## config.mk

```make
export PLATFORM = sky130hd
export DESIGN_NAME = io_bus_master
export DESIGN_NICKNAME = d
export VERILOG_FILES = /design/src/rtl/io_bus_pkg.sv /design/src/rtl/io_sync2.sv /design/src/rtl/io_bus_master.sv
export SDC_FILE = /design/constraint.sdc
export NUM_CORES = 1
export LEC_CHECK = 0
export BUFFER_PORTS_ARGS = -buffer_cell sky130_fd_sc_hd__buf_2
export CAP_MARGIN = 5
export CORE_UTILIZATION = 40
export CTS_CLUSTER_DIAMETER = 30
export DETAILED_ROUTE_END_ITERATION = 10
export GPL_ROUTABILITY_DRIVEN = 0
export GPL_TIMING_DRIVEN = 0
export SLEW_MARGIN = 20
export SYNTH_ARGS = -nofsm -noshare
export SYNTH_HDL_FRONTEND = slang
export SYNTH_HIERARCHICAL = 1
export SYNTH_SLANG_ARGS = --single-unit
```

## constraint.sdc

```tcl
create_clock -name CLK -period 1.5 [get_ports CLK]
set_input_delay 0.3 -clock CLK [delete_from_list [all_inputs] [get_ports CLK]]
set_output_delay 0.3 -clock CLK [all_outputs]
set_load 0.05 [all_outputs]
```

## src/rtl/io_bus_pkg.sv

```systemverilog
// Shared types and default timing for the Mac I/O bus initiator.
package io_bus_pkg;

  localparam int unsigned E_TOTAL_DEF = 10;
  localparam int unsigned E_HIGH_DEF  = 4;
  localparam int unsigned TIMEOUT_DEF = 255;

  typedef enum logic [2:0] {
    IDLE,
    S2,
    S4,
    WAIT,
    VWAIT,
    S6,
    S7
  } busState_t;

endpackage

```

## src/rtl/io_sync2.sv

```systemverilog
// Two-flop synchroniser for an active-low asynchronous bus input; resets negated.
module io_sync2 (
  input  logic CLK,
  input  logic nRST,
  input  logic D,
  output logic Q
);

  logic meta;

  always_ff @(posedge CLK) begin
    if (!nRST) begin
      meta <= 1'b1;
      Q    <= 1'b1;
    end else begin
      meta <= D;
      Q    <= meta;
    end
  end

endmodule

```

## src/rtl/io_bus_master.sv

```systemverilog
// 68000-style asynchronous bus initiator with VPA/VMA synchronous cycles,
// bus-error and timeout termination, and a free-running E clock.
module io_bus_master
  import io_bus_pkg::*;
#(
  parameter int unsigned E_TOTAL = E_TOTAL_DEF,
  parameter int unsigned E_HIGH  = E_HIGH_DEF,
  parameter int unsigned TIMEOUT = TIMEOUT_DEF
) (
  input  logic CLK,
  input  logic nRST,
  input  logic IOREQ,
  input  logic IOWE,
  input  logic IOUDS,
  input  logic IOLDS,
  output logic IOACT,
  output logic IOReady,
  output logic IOBERR,
  output logic IODataLE,
  output logic nAS,
  output logic nUDS,
  output logic nLDS,
  output logic nWE,
  output logic nVMA,
  output logic E,
  input  logic nDTACK,
  input  logic nVPA,
  input  logic nBERR
);

  localparam int unsigned EW = (E_TOTAL > 1) ? $clog2(E_TOTAL) : 1;
  localparam int unsigned TW = (TIMEOUT > 0) ? $clog2(TIMEOUT + 1) : 1;

  localparam logic [EW-1:0] ELAST     = EW'(E_TOTAL - 1);
  localparam logic [EW-1:0] ERISE     = EW'(E_TOTAL - E_HIGH);
  localparam logic [EW-1:0] ERISE_PRE = EW'(E_TOTAL - E_HIGH - 1);
  localparam logic [TW-1:0] TMAX      = TW'(TIMEOUT);

  logic dtackS, vpaS, berrS;

  io_sync2 dtackSync (.CLK(CLK), .nRST(nRST), .D(nDTACK), .Q(dtackS));
  io_sync2 vpaSync   (.CLK(CLK), .nRST(nRST), .D(nVPA),   .Q(vpaS));
  io_sync2 berrSync  (.CLK(CLK), .nRST(nRST), .D(nBERR),  .Q(berrS));

  // E clock: E is registered from the next count so it tracks Ecnt exactly.
  logic [EW-1:0] ecnt, ecntN;

  always_comb begin
    ecntN = (ecnt == ELAST) ? '0 : ecnt + 1'b1;
  end

  always_ff @(posedge CLK) begin
    if (!nRST) begin
      ecnt <= '0;
      E    <= 1'b0;
    end else begin
      ecnt <= ecntN;
      E    <= (ecntN >= ERISE);
    end
  end

  busState_t     state, stateN;
  logic          weR, udsR, ldsR, errR;
  logic          weN, udsN, ldsN, errN;
  logic [TW-1:0] tcnt, tcntN;
  logic          nAsN, nUdsN, nLdsN, nWeN, nVmaN;
  logic          readyN, berrOutN, leN;

  // Every output is registered, so each branch sets the value seen in the state being entered.
  always_comb begin
    stateN   = state;
    weN      = weR;
    udsN     = udsR;
    ldsN     = ldsR;
    errN     = errR;
    tcntN    = tcnt;
    nAsN     = nAS;
    nUdsN    = nUDS;
    nLdsN    = nLDS;
    nWeN     = nWE;
    nVmaN    = nVMA;
    readyN   = 1'b0;
    berrOutN = 1'b0;
    leN      = 1'b0;

    unique case (state)
      IDLE: begin
        if (IOREQ) begin
          stateN = S2;
          weN    = IOWE;
          udsN   = IOUDS;
          ldsN   = IOLDS;
          errN   = 1'b0;
          nAsN   = 1'b0;
          nWeN   = !IOWE;
          if (!IOWE) begin
            nUdsN = !IOUDS;
            nLdsN = !IOLDS;
          end
        end
      end

      S2: begin
        stateN = S4;
        tcntN  = '0;
        if (weR) begin
          nUdsN = !udsR;
          nLdsN = !ldsR;
        end
      end

      S4: stateN = WAIT;

      WAIT: begin
        if (!berrS) begin
          stateN = S6;
          errN   = 1'b1;
        end else if (!dtackS) begin
          stateN = S6;
          leN    = !weR;
        end else if (!vpaS) begin
          stateN = VWAIT;
        end else if (tcnt == TMAX) begin
          stateN = S6;
          errN   = 1'b1;
        end else if (tcnt != '1) begin
          tcntN = tcnt + 1'b1;
        end
      end

      VWAIT: begin
        if (!berrS) begin
          stateN = S6;
          errN   = 1'b1;
        end else if ((ecnt == ELAST) && !nVMA) begin
          stateN = S6;
          leN    = !weR;
        end else if (tcnt == TMAX) begin
          stateN = S6;
          errN   = 1'b1;
        end else begin
          if (tcnt != '1) begin
            tcntN = tcnt + 1'b1;
          end
          if (ecnt == ERISE_PRE) begin
            nVmaN = 1'b0;
          end
        end
      end

      S6: begin
        stateN   = S7;
        nAsN     = 1'b1;
        nUdsN    = 1'b1;
        nLdsN    = 1'b1;
        nWeN     = 1'b1;
        nVmaN    = 1'b1;
        readyN   = 1'b1;
        berrOutN = errR;
      end

      S7: stateN = IDLE;

      default: stateN = IDLE;
    endcase
  end

  always_ff @(posedge CLK) begin
    if (!nRST) begin
      state    <= IDLE;
      weR      <= 1'b0;
      udsR     <= 1'b0;
      ldsR     <= 1'b0;
      errR     <= 1'b0;
      tcnt     <= '0;
      nAS      <= 1'b1;
      nUDS     <= 1'b1;
      nLDS     <= 1'b1;
      nWE      <= 1'b1;
      nVMA     <= 1'b1;
      IOACT    <= 1'b0;
      IOReady  <= 1'b0;
      IOBERR   <= 1'b0;
      IODataLE <= 1'b0;
    end else begin
      state    <= stateN;
      weR      <= weN;
      udsR     <= udsN;
      ldsR     <= ldsN;
      errR     <= errN;
      tcnt     <= tcntN;
      nAS      <= nAsN;
      nUDS     <= nUdsN;
      nLDS     <= nLdsN;
      nWE      <= nWeN;
      nVMA     <= nVmaN;
      IOACT    <= (stateN != IDLE);
      IOReady  <= readyN;
      IOBERR   <= berrOutN;
      IODataLE <= leN;
    end
  end

endmodule

```

# ---- Word level (Yosys, flattened, before mapping)
# Index checks and enable logic that the tools add are counted.
dict set report totals {
  out_inout_bits 10
  ff_bits 35
  mem_count 0
  mem_bits_ro 0
  in_bits 9
  wordCells 117
  ram_bits 0
  latchBits 0
}
dict set report classes {
  addsub 2
  shifts 0
  bitwise_logic 0
  magnitude_cmp 1
  n_eq_ne 22
  n_mux 47
  multipliers 0
  n_reduce_logical 22
  n_div 0
}
# cell count
set op_table {}
lappend op_table {{8-bit two-way mux} 7}
lappend op_table {{8-bit one-hot mux with 3 select lines} 1}
lappend op_table {{1-bit two-way mux} 23}
lappend op_table {{3-bit two-way mux} 7}
lappend op_table {{3-bit one-hot mux with 6 select lines} 1}
lappend op_table {{2-bit inequality test (second input constant)} 6}
lappend op_table {{3-bit nonzero test} 4}
lappend op_table {{5-bit AND reduction} 2}
lappend op_table {{3-bit inequality test (second input constant)} 3}
lappend op_table {{1-bit one-hot mux with 3 select lines} 3}
lappend op_table {{8-bit by 1-bit adder with 8-bit output (second input constant)} 1}
lappend op_table {{8-bit == test (second input constant)} 1}
lappend op_table {{2-bit by 1-bit inequality test with 1-bit output (second input constant)} 4}
lappend op_table {{8-bit inequality test (second input constant)} 1}
lappend op_table {{1-bit one-hot mux with 2 select lines} 4}
lappend op_table {{1-bit zero test} 7}
lappend op_table {{3-bit by 2-bit == test with 1-bit output (second input constant)} 2}
lappend op_table {{3-bit == test (second input constant)} 2}
lappend op_table {{2-bit AND reduction} 3}
lappend op_table {{6-bit AND reduction} 1}
lappend op_table {{4-bit by 1-bit adder with 4-bit output (second input constant)} 1}
lappend op_table {{4-bit by 3-bit == test with 1-bit output (second input constant)} 1}
lappend op_table {{4-bit == test (second input constant)} 1}
lappend op_table {{4-bit by 3-bit >= comparator with 1-bit output (second input constant)} 1}
lappend op_table {{other kinds (6)} 7}

# ---- Logic depth before layout (Yosys ltp)
# Gate-level depths: netlist (run 1).
dict set report depth {
  depth_word 7
  mapped_depth 7
  depth_no_buf 6
}

# ---- By module
# The synthesis (run 1) kept the hierarchy.
# module seq_area_each_um2 n_inst cells_per_inst area_each_um2
set by_module_without_submodules {}
lappend by_module_without_submodules {io_bus_master 580.6 1 162 1433.9}
lappend by_module_without_submodules {io_sync2 40.0 3 4 52.6}

# ---- Worst setup path before layout (run 1)
# No wires, ideal clock.
dict set report synth_path {
  path_type {flip-flop to flip-flop}
  from {register nVMA}
  to {register tcnt[5]}
  path_stages_with_launch 6
  required_time_ps 1429
  arrival_time_ps 1654
  path_buffers 0
  setup_ps 71
  setup_slack_ps -225
  synth_period_minus_slack_ps 1725
  cell_sequence {dfxtp_1 -> nor2_1 -> a31oi_2 -> o211ai_2 -> or4_1 -> a21oi_1}
}
dict set report synth_via {
  elab_chain_cells 4
}
# item line_no
set synth_lines {}
lappend synth_lines {{start, declared} io_bus_master.sv:24} ;# output logic nVMA,
lappend synth_lines {{start signal, assigned} io_bus_master.sv:196} ;# nVMA <= nVmaN;
lappend synth_lines {{1-bit zero test} io_bus_master.sv:135} ;# end else if ((ecnt == ELAST) && !nVMA) begin
lappend synth_lines {{1-bit logical AND} io_bus_master.sv:135}
lappend synth_lines {{2-bit inequality test (no source line)} n/a}
lappend synth_lines {{6-bit AND reduction (no source line)} n/a}
lappend synth_lines {{end signal, assigned} io_bus_master.sv:191} ;# tcnt <= tcntN;
lappend synth_lines {{end, declared} io_bus_master.sv:65} ;# logic [TW-1:0] tcnt, tcntN;
# Every way passes these cells.
# A chain may end at the register's enable or synchronous reset.

# ---- Worst setup path in the final report (run 1)
dict set report layout_path {
  from {register tcnt[1]}
  to {register tcnt[5]}
}
dict set report layout_via {
  elab_chain_cells 7
  elab_cells_between_ends 11
  cone_classes {add/sub (1); eq/ne (2); mux (8)}
}
# item line_no
set layout_lines {}
lappend layout_lines {{8-bit by 1-bit adder with 8-bit output / 8-bit inequality test (equally long branches)} n/a}
lappend layout_lines {{8-bit two-way mux} {io_bus_master.sv:126, io_bus_master.sv:142}}
lappend layout_lines {{8-bit two-way mux (*)} io_bus_master.sv:123} ;# end else if (tcnt == TMAX) begin
lappend layout_lines {{8-bit two-way mux} io_bus_master.sv:121} ;# end else if (!vpaS) begin
lappend layout_lines {{8-bit two-way mux} io_bus_master.sv:118} ;# end else if (!dtackS) begin
lappend layout_lines {{8-bit two-way mux} io_bus_master.sv:115} ;# if (!berrS) begin
lappend layout_lines {{8-bit one-hot mux with 3 select lines (*)} io_bus_master.sv:86} ;# unique case (state)
# Mark *: on every way between the ends. The rest lies on a longest branch, timed or not. The select of a mux whose other input is x is not followed.

==> results of run 1 <==
## placed cells by master (no fill, tap or decap), types with 2 or more instances in the layout
master and n:
nor2_1 9, nand4b_1 2, clkbuf_1 4, and4b_1 2
nand3_1 3, and2_1 2, a31o_2 2, buf_2 18
dfxtp_2 4, nor3b_1 2, o21ai_2 3, nor2b_1 8
a21oi_1 9, buf_6 2, nand3b_1 5, dfxtp_4 5
dfxtp_1 26, a21o_1 3, and4_1 2, a211o_1 3
o21ai_0 8, nand2_1 20, clkbuf_8 5, inv_1 2
nand2b_1 9, and3_1 3, nand4_1 2, mux2i_1 6
buf_4 14, nor3b_4 2
## power by group
part | internal (mW) | switching, mW | leakage [nW] | total (mW)
clock | 0.325 | 0.327 | 0.0422 | 0.653
combinational | 0.145 | 0.191 | 0.516 | 0.336
sequential | 0.965 | 0.0362 | 0.291 | 1.00
total | 1.43 | 0.555 | 0.849 | 1.99
## area by class of cell
| class | count | area, um^2 | area share [%] |
|---|---|---|---|
| clock inverters | 1 | 5.00 | 0.246 |
| multi-input cells | 130 | 931 | 45.8 |
| well taps | 48 | 60.1 | 2.95 |
| plain buffers | 6 | 42.5 | 2.09 |
| inverters | 2 | 7.51 | 0.369 |
| repair buffers | 31 | 188 | 9.23 |
| flip-flops and latches | 35 | 724 | 35.6 |
| clock buffers | 7 | 76.3 | 3.75 |
## through the flow
step           power (mW)  setup TNS, ps  hold slack [ps]
4_1_cts              1.97           -309              185
2_1_floorplan        1.23          -23.5              373
5_1_grt              2.07           -836              185
3_5_place_dp         1.30           -829              392
6_report             1.99           -216              187
3_3_place_gp         1.29           -463              389
## routing by layer
metal	share of wire [%]	up-vias	global-route usage [%]	wire (um)
met5	0	-	0	0
met4	2.4	0	9.24	91
met3	5.0	11	4.93	186
met2	48	38	33.6	1820
met1	44	659	22.9	1660
li1	-	704	-	-
## kinds of logic (layout without fill, tap and decap cells)
kind of cell | count (synthesis) | after routing | synth area share (%)
buffers and inverters | 9 | 47 | 3.22
adders and majority gates | 1 | 1 | 0.786
muxes | 6 | 6 | 3.77
xor gates and xnor gates | 1 | 1 | 0.550
and+or+nand+nor | 79 | 79 | 29.1
AOI/OAI and AO/OA | 43 | 43 | 18.6
DFF | 35 | 35 | 44.0
## synth_stat cells, types with 2 or more instances
cell type	n	area, um^2
nand3b_1	5	37.5
and3_1	4	25.0
mux2i_1	6	60.1
a31o_2	2	17.5
nand3_1	3	15.0
a21o_1	3	22.5
a211o_1	3	26.3
nor3b_2	2	25.0
and4b_1	2	20.0
nand4b_1	2	17.5
and2_1	2	12.5
o21ai_0	10	50.1
nor2_1	10	37.5
buf_2	2	10.0
dfxtp_1	35	701
nor3b_1	2	15.0
buf_6	2	22.5
inv_1	2	7.51
nand4_1	2	12.5
clkbuf_1	3	11.3
nand2_1	20	75.1
a31oi_1	2	12.5
a21oi_1	9	45.0
nand2b_1	9	56.3
nor2b_1	9	56.3
and4_1	2	17.5
o31ai_1	2	15.0
## worst min-delay path by stage
stage / from / to / slack [ps]
6_report: nBERR / berrSync/meta / 190
4_1_cts: nBERR / berrSync/meta / 190
3_5_place_dp: dtackSync/meta / dtackSync/Q / 390
3_3_place_gp: vpaSync/meta / vpaSync/Q / 390
2_1_floorplan: nRST / berrSync/Q / 370
5_1_grt: nDTACK / dtackSync/meta / 190
## critical path, stage by stage, from the launching register on
cell and delay (ps):
dfxtp_4 350, ha_4 160, and2_4 160, nand4b_1 130
o211ai_2 150, or4_1 420, a21oi_1 120
## sequential cells by signal, summed over array words and instances (netlist names)
name / flops
errR: 1
nLDS: 1
udsR: 1
IOReady: 1
E: 1
berrSync/Q: 1
nAS: 1
weR: 1
nUDS: 1
IOBERR: 1
nWE: 1
berrSync/meta: 1
dtackSync/Q: 1
IOACT: 1
tcnt: 8
vpaSync/Q: 1
ecnt: 4
IODataLE: 1
nVMA: 1
dtackSync/meta: 1
state: 3
vpaSync/meta: 1
ldsR: 1
## timing repair
action | CTS | global route
resized for setup | 14 | 20
cloned | 0 | 1
pin swaps | 6 | 10
endpoints found under the setup margin | 12 | 16
buffers inserted | 7 | 5
hold buffers | 0 | 0
==> flow_summary.ini, run 1 <==
[floorplan]
die_w_um = 65.1
die_area_um2 = 4230
coreArea_um2 = 3740
io_pins = 19
std_cell_rows = 22
die-height_um = 65.1
initial_core_util_pct = 42.5

[synth]
syn_avg_cell_area_um2 = 9.15
synthesis.area_um2 = 1590
ys_warn_count = 6
ys_seq_area_share_pct = 44.0
synth_seq_cells = 35
ys_async_sr_fraction_pct = 0
ys_types = 46
synth_ff_type = dfxtp_1
synth_fp_nets = 184
synth_edf_count = 0
synth_cells = 174

[power]
power_density_nw_per_um2 = 978
leakage_nw = 0.849
ir_drop_v = 0.000650

[grt]
first_global_vias = 1405
grt-ovfl-total = 0
grt_max_degree = 15
antenna_found_initial = 0
grt_pass1_wl_um = 6280
grtUsageTotal_pct = 19.7

[final_layout]
antennaDiodeCount = 0
area_delta_synth_final_pct = 27.8
fin_cells = 260
fin_nets = 221
drive_gt1_share_pct = 32.5
stdcell_area_um2 = 2030
post-route-util_pct = 54.3
fill_cells = 374

[sta]
hold_violations = 0
relSlewSlack_pct = 68.2
tightestPinTransition_ps = 477
fmax_ghz = 0.645
setup_viol = 7
rsz0062_at_grt = true
fin_ws_ps = -49.4
finalCritPeriodShare_pct = 103
finalCriticalPeriod_ps = 1550
slew_violations = 0
finClkSkew_ps = 3.27

[worst_setup_path]
critPathLaunchType = flop
endpoint = tcnt[5]
arrival_ps = 1780
crit_fanout = 5
worstSetupStartpoint = tcnt[1]
rr_endpoint = tcnt[5]
rr_startpoint = tcnt[1]
timing.reg2reg.setup_slack_ps = -50
r2r_cells = 6
critical_path_class = reg2reg
cp.required_ps = 1730
endpoint_kind = flop

[status]
status = finished, violations left
violations = negative setup slack

[clock_network]
cts_num_sinks = 35
clkLatencyLatePin_ps = 290
cts_buffer_depth = 2
path_clk_slew_ps = 70
cts_tree = built
cts.root.buffer_cell = clkbuf_8
numCtsBuffers = 5
htree_num_levels = 2

[route]
routed_via_density = 5.43
first_iter_violations = 88
first_pass_iters = 5
drc = 0
ant_nets = 0
route.vias.total = 1412
avgRoutedWirePerCell_um = 14.4
wl_um = 3750

[place]
dp.cells = 240
place_ws_ps = -137
io_buffers = 18
dpl.hpwl_um = 2440
dpl_cell_area_um2 = 1760

[min_path]
hp-class = in2reg
hold_path_depth = 2

[flow_run]
drv_cap = 0
Power figures use the tool's default switching activity.
==> inputs of run 2 (changes only) <==
ABC_CLOCK_PERIOD_IN_PS = 1500   (was not set)
CORE_MARGIN = 4   (was not set)
TNS_END_PERCENT = 50   (was not set)
==> flow_summary.ini, run 2 (synthesis results as in run 1) <==
[sta]
fin_ws_ps = -72.0
slew_violations = 0
fmax_ghz = 0.636
tightestPinTransition_ps = 474
relSlewSlack_pct = 68.4
rsz0062_at_grt = true
hold-worst-slack_ps = 196
setup_viol = 8
finClkSkew_ps = 7.41
finalCriticalPeriod_ps = 1570
hold_violations = 0
finalSetupTns_ps = -369
finalCritPeriodShare_pct = 105

[final_layout]
final_common_cell = dfxtp_1
regMostFlops = tcnt
fin_nets = 221
largest_reg_flops = 8
final_cell_mix = dfxtp_1 (26), nand2_1 (19), buf_2 (18)
seqCellArea_um2 = 724
fin_cells = 260
area_delta_synth_final_pct = 29.2
top_regs = tcnt (8), ecnt (4), state (3)
fill_cells = 343
drive_gt1_share_pct = 32.1
antennaDiodeCount = 0
multiInputGateArea_um2 = 933

[floorplan]
initial_core_util_pct = 42.5
std_cell_rows = 22
coreArea_um2 = 3740
die-height_um = 71.1
die_w_um = 71.1
die_area_um2 = 5050
io_pins = 19

[grt]
grtUsageTotal_pct = 15.7
antenna_found_initial = 0
grt_max_degree = 15
first_global_vias = 1403
grt-ovfl-total = 0
grt_pass1_wl_um = 6380

[power]
leakage_nw = 0.883
ir_drop_v = 0.000707
power_density_nw_per_um2 = 1010

[route]
wl_um = 3690
top_layer = met4
met2_length_um = 1760
wl_met1_um = 1640
route.vias.total = 1399
first_pass_iters = 4
avgRoutedWirePerCell_um = 14.2
route.met3.wl_um = 223
routed_via_density = 5.38
drc = 0
ant_nets = 0
first_iter_violations = 120

[place]
dpl.hpwl_um = 2560
io_buffers = 18
dp.cells = 240

[worst_setup_path]
critPathLaunchType = flop
endpoint_kind = flop
critical_path_class = reg2reg
r2r_cells = 6
cp.required_ps = 1720
arrival_ps = 1790
crit_fanout = 6

[status]
violations = negative setup slack
status = finished, violations left

[min_path]
hold_path_depth = 2
hp-class = in2reg

[clock_network]
ctsHoldBuffers = 0
cts_num_sinks = 35
path_clk_slew_ps = 70
clkLatencyLatePin_ps = 290
htree_num_levels = 2
cts.root.buffer_cell = clkbuf_8
cts_buffer_depth = 2
numCtsBuffers = 5
cts_tree = built

[flow_run]
drv_cap = 0
==> run 2: cell count changes in the layout (fill, tap and decap cells not counted), sizes merged <==
cell / change
clkinv: -1
clkbuf: +1
==> run 2: power breakdown <==
group | leakage [nW] | internal, mW | switching, mW
Sequential | 0.291 | 0.965 | 0.0351
Combinational | 0.540 | 0.144 | 0.194
Clock | 0.0515 | 0.419 | 0.325
==> run 2: per-stage QoR <==
step | worst slack (ps) | utilization (%) | total power [mW] | instance area (um^2)
after detailed placement | -175 | 47.0 | 1.30 | 1760
final | -72.0 | 54.9 | 2.08 | 2060
after global placement | -131 | 47.0 | 1.29 | 1760
after floorplan | -8.06 | - | 1.23 | 1610
after global routing | -136 | 54.9 | 2.18 | 2060
after CTS | -77.8 | 52.8 | 2.09 | 1980
==> run 2: per-layer routing <==
metal | vias up | global-route usage, %
met2 | 44 | 25.2
met3 | 7 | 5.40
met4 | 0 | 5.22
li1 | 704 | -
met1 | 644 | 19.6
met5 | - | 0
==> run 2: path summary, 6_finish.rpt <==
kind	from	endpoint	slack (ps)
hold / removal	nBERR	berrSync/meta	200
setup reg to reg	tcnt[1]	tcnt[5]	-70
hold reg to reg	dtackSync/meta	dtackSync/Q	410
setup / recovery	tcnt[1]	tcnt[5]	-70
==> run 2: area by class of cell <==
cell class | count | area share [%]
Sequential cell | 35 | 35.2
Multi-Input combinational cell | 130 | 45.4
Tap cell | 48 | 2.92
Inverter | 2 | 0.365
Clock buffer | 8 | 4.87
Timing Repair Buffer | 31 | 9.13
Buffer | 6 | 2.07
==> run 2: timing repair <==
item,4_1_cts,5_1_grt
setup buffers,8,4
gates resized for setup,16,16
endpoints found under the setup margin,12,12
gates cloned,1,0
pin swaps,7,10
==> run 2: worst max-delay path, cell delays in order, from the launching register on <==
cell      delay [ps]
dfxtp_4          350
ha_4             150
and2_4           170
nand4b_1         150
o211ai_4         140
or4_1            410
a21oi_1          130
==> inputs of run 3 (changes only) <==
REMOVE_ABC_BUFFERS = 1   (was not set)
==> flow_summary.ini, run 3 (synthesis results as in run 1) <==
[floorplan]
die-height_um = 71.1
die_w_um = 71.1
coreArea_um2 = 3740
io_pins = 19
std_cell_rows = 22
die_area_um2 = 5050
initial_core_util_pct = 42.5

[worst_setup_path]
arrival_ps = 1810
critPathLaunchType = flop
cp.required_ps = 1730
critical_path_class = reg2reg
endpoint_kind = flop
crit_fanout = 4

[sta]
fin_ws_ps = -85.0
tightestPinTransition_ps = 503
finalSetupTns_ps = -171
finalCriticalPeriod_ps = 1580
rsz0062_at_grt = true
finalCritPeriodShare_pct = 106
slew_violations = 0
fmax_ghz = 0.631
relSlewSlack_pct = 66.5
hold_violations = 0
setup_viol = 4
finClkSkew_ps = 6.54

[clock_network]
cts_tree = built
htree_num_levels = 2
ctsHoldBuffers = 0
cts_num_sinks = 35
numCtsBuffers = 5
path_clk_slew_ps = 70
clkLatencyLatePin_ps = 290
cts.root.buffer_cell = clkbuf_8
cts_buffer_depth = 2

[status]
violations = negative setup slack
status = finished, violations left

[grt]
grt_max_degree = 33
first_global_vias = 1321
grt_pass1_wl_um = 5870
grtUsageTotal_pct = 14.5
grt-ovfl-total = 0
antenna_found_initial = 0

[power]
p_total_mw = 1.99
ir_drop_v = 0.000715
power_density_nw_per_um2 = 996
leakage_nw = 0.832

[place]
dpl_cell_area_um2 = 1700
dp.cells = 233
io_buffers = 18
dpl.hpwl_um = 2330

[route]
avgRoutedWirePerCell_um = 13.4
wl_um = 3450
routed_via_density = 5.34
first_iter_violations = 60
first_pass_iters = 4
route.vias.total = 1373
ant_nets = 0
drc = 0

[final_layout]
stdcell_area_um2 = 2000
final_cell_mix = dfxtp_1 (29), nand2_1 (20), buf_2 (18)
largest_reg_flops = 8
area_delta_synth_final_pct = 25.8
top_regs = tcnt (8), ecnt (4), state (3)
fin_cells = 257
fin_nets = 218
regMostFlops = tcnt
final_common_cell = dfxtp_1
drive_gt1_share_pct = 31.6
antennaDiodeCount = 0

[min_path]
hp-class = in2reg

[flow_run]
drv_cap = 0
==> run 3: cell type report <==
type / count / area [um^2]
Fill cell: 371 / 1740
Multi-Input combinational cell: 130 / 920
Sequential cell: 35 / 718
Timing Repair Buffer: 34 / 208
Clock buffer: 5 / 68.8
Tap cell: 48 / 60.1
Clock inverter: 3 / 20.0
Inverter: 2 / 7.51
==> run 3: repair_timing <==
action,in CTS,in global routing
hold endpoints to repair,0,0
pin swaps,6,2
gates resized for setup,22,11
endpoints found under the setup margin,20,12
setup buffers,14,2
==> run 3: critical path, cell delays in order (launching register included) <==
cell	delay [ps]
dfxtp_4	360
ha_4	160
and2_4	160
nand4b_1	130
o211ai_2	150
or4_1	440
a21oi_2	130
==> run 3: routing by layer <==
metal	wire length [um]	GRT usage [%]
met1	1550	16.6
met2	1730	24.7
met3	110	4.69
met4	53	5.85
met5	0	0
==> run 3: stage by stage <==
stage	hold slack (ps)	utilization [%]	setup slack, ps
final	184	53.5	-85.0
after global placement	393	45.4	-412
after floorplan	362	-	-226
after global routing	203	53.5	-160
after detailed placement	402	45.4	-428
after CTS	181	52.2	-35.4
==> run 3: report_power, final <==
group          total, mW  internal, mW  leakage (nW)  switching [mW]
combinational      0.319         0.138         0.502           0.181
clock              0.669         0.323        0.0402           0.347
sequential          1.01         0.965         0.290          0.0411
==> run 3: worst paths after layout <==
check                      from           end  slack [ps]  cells after the start
setup / recovery        tcnt[1]       tcnt[5]         -80                      6
hold reg to reg   berrSync/meta    berrSync/Q         420                      1
setup reg to reg        tcnt[1]       tcnt[5]         -80                      6
hold / removal             nVPA  vpaSync/meta         180                      2
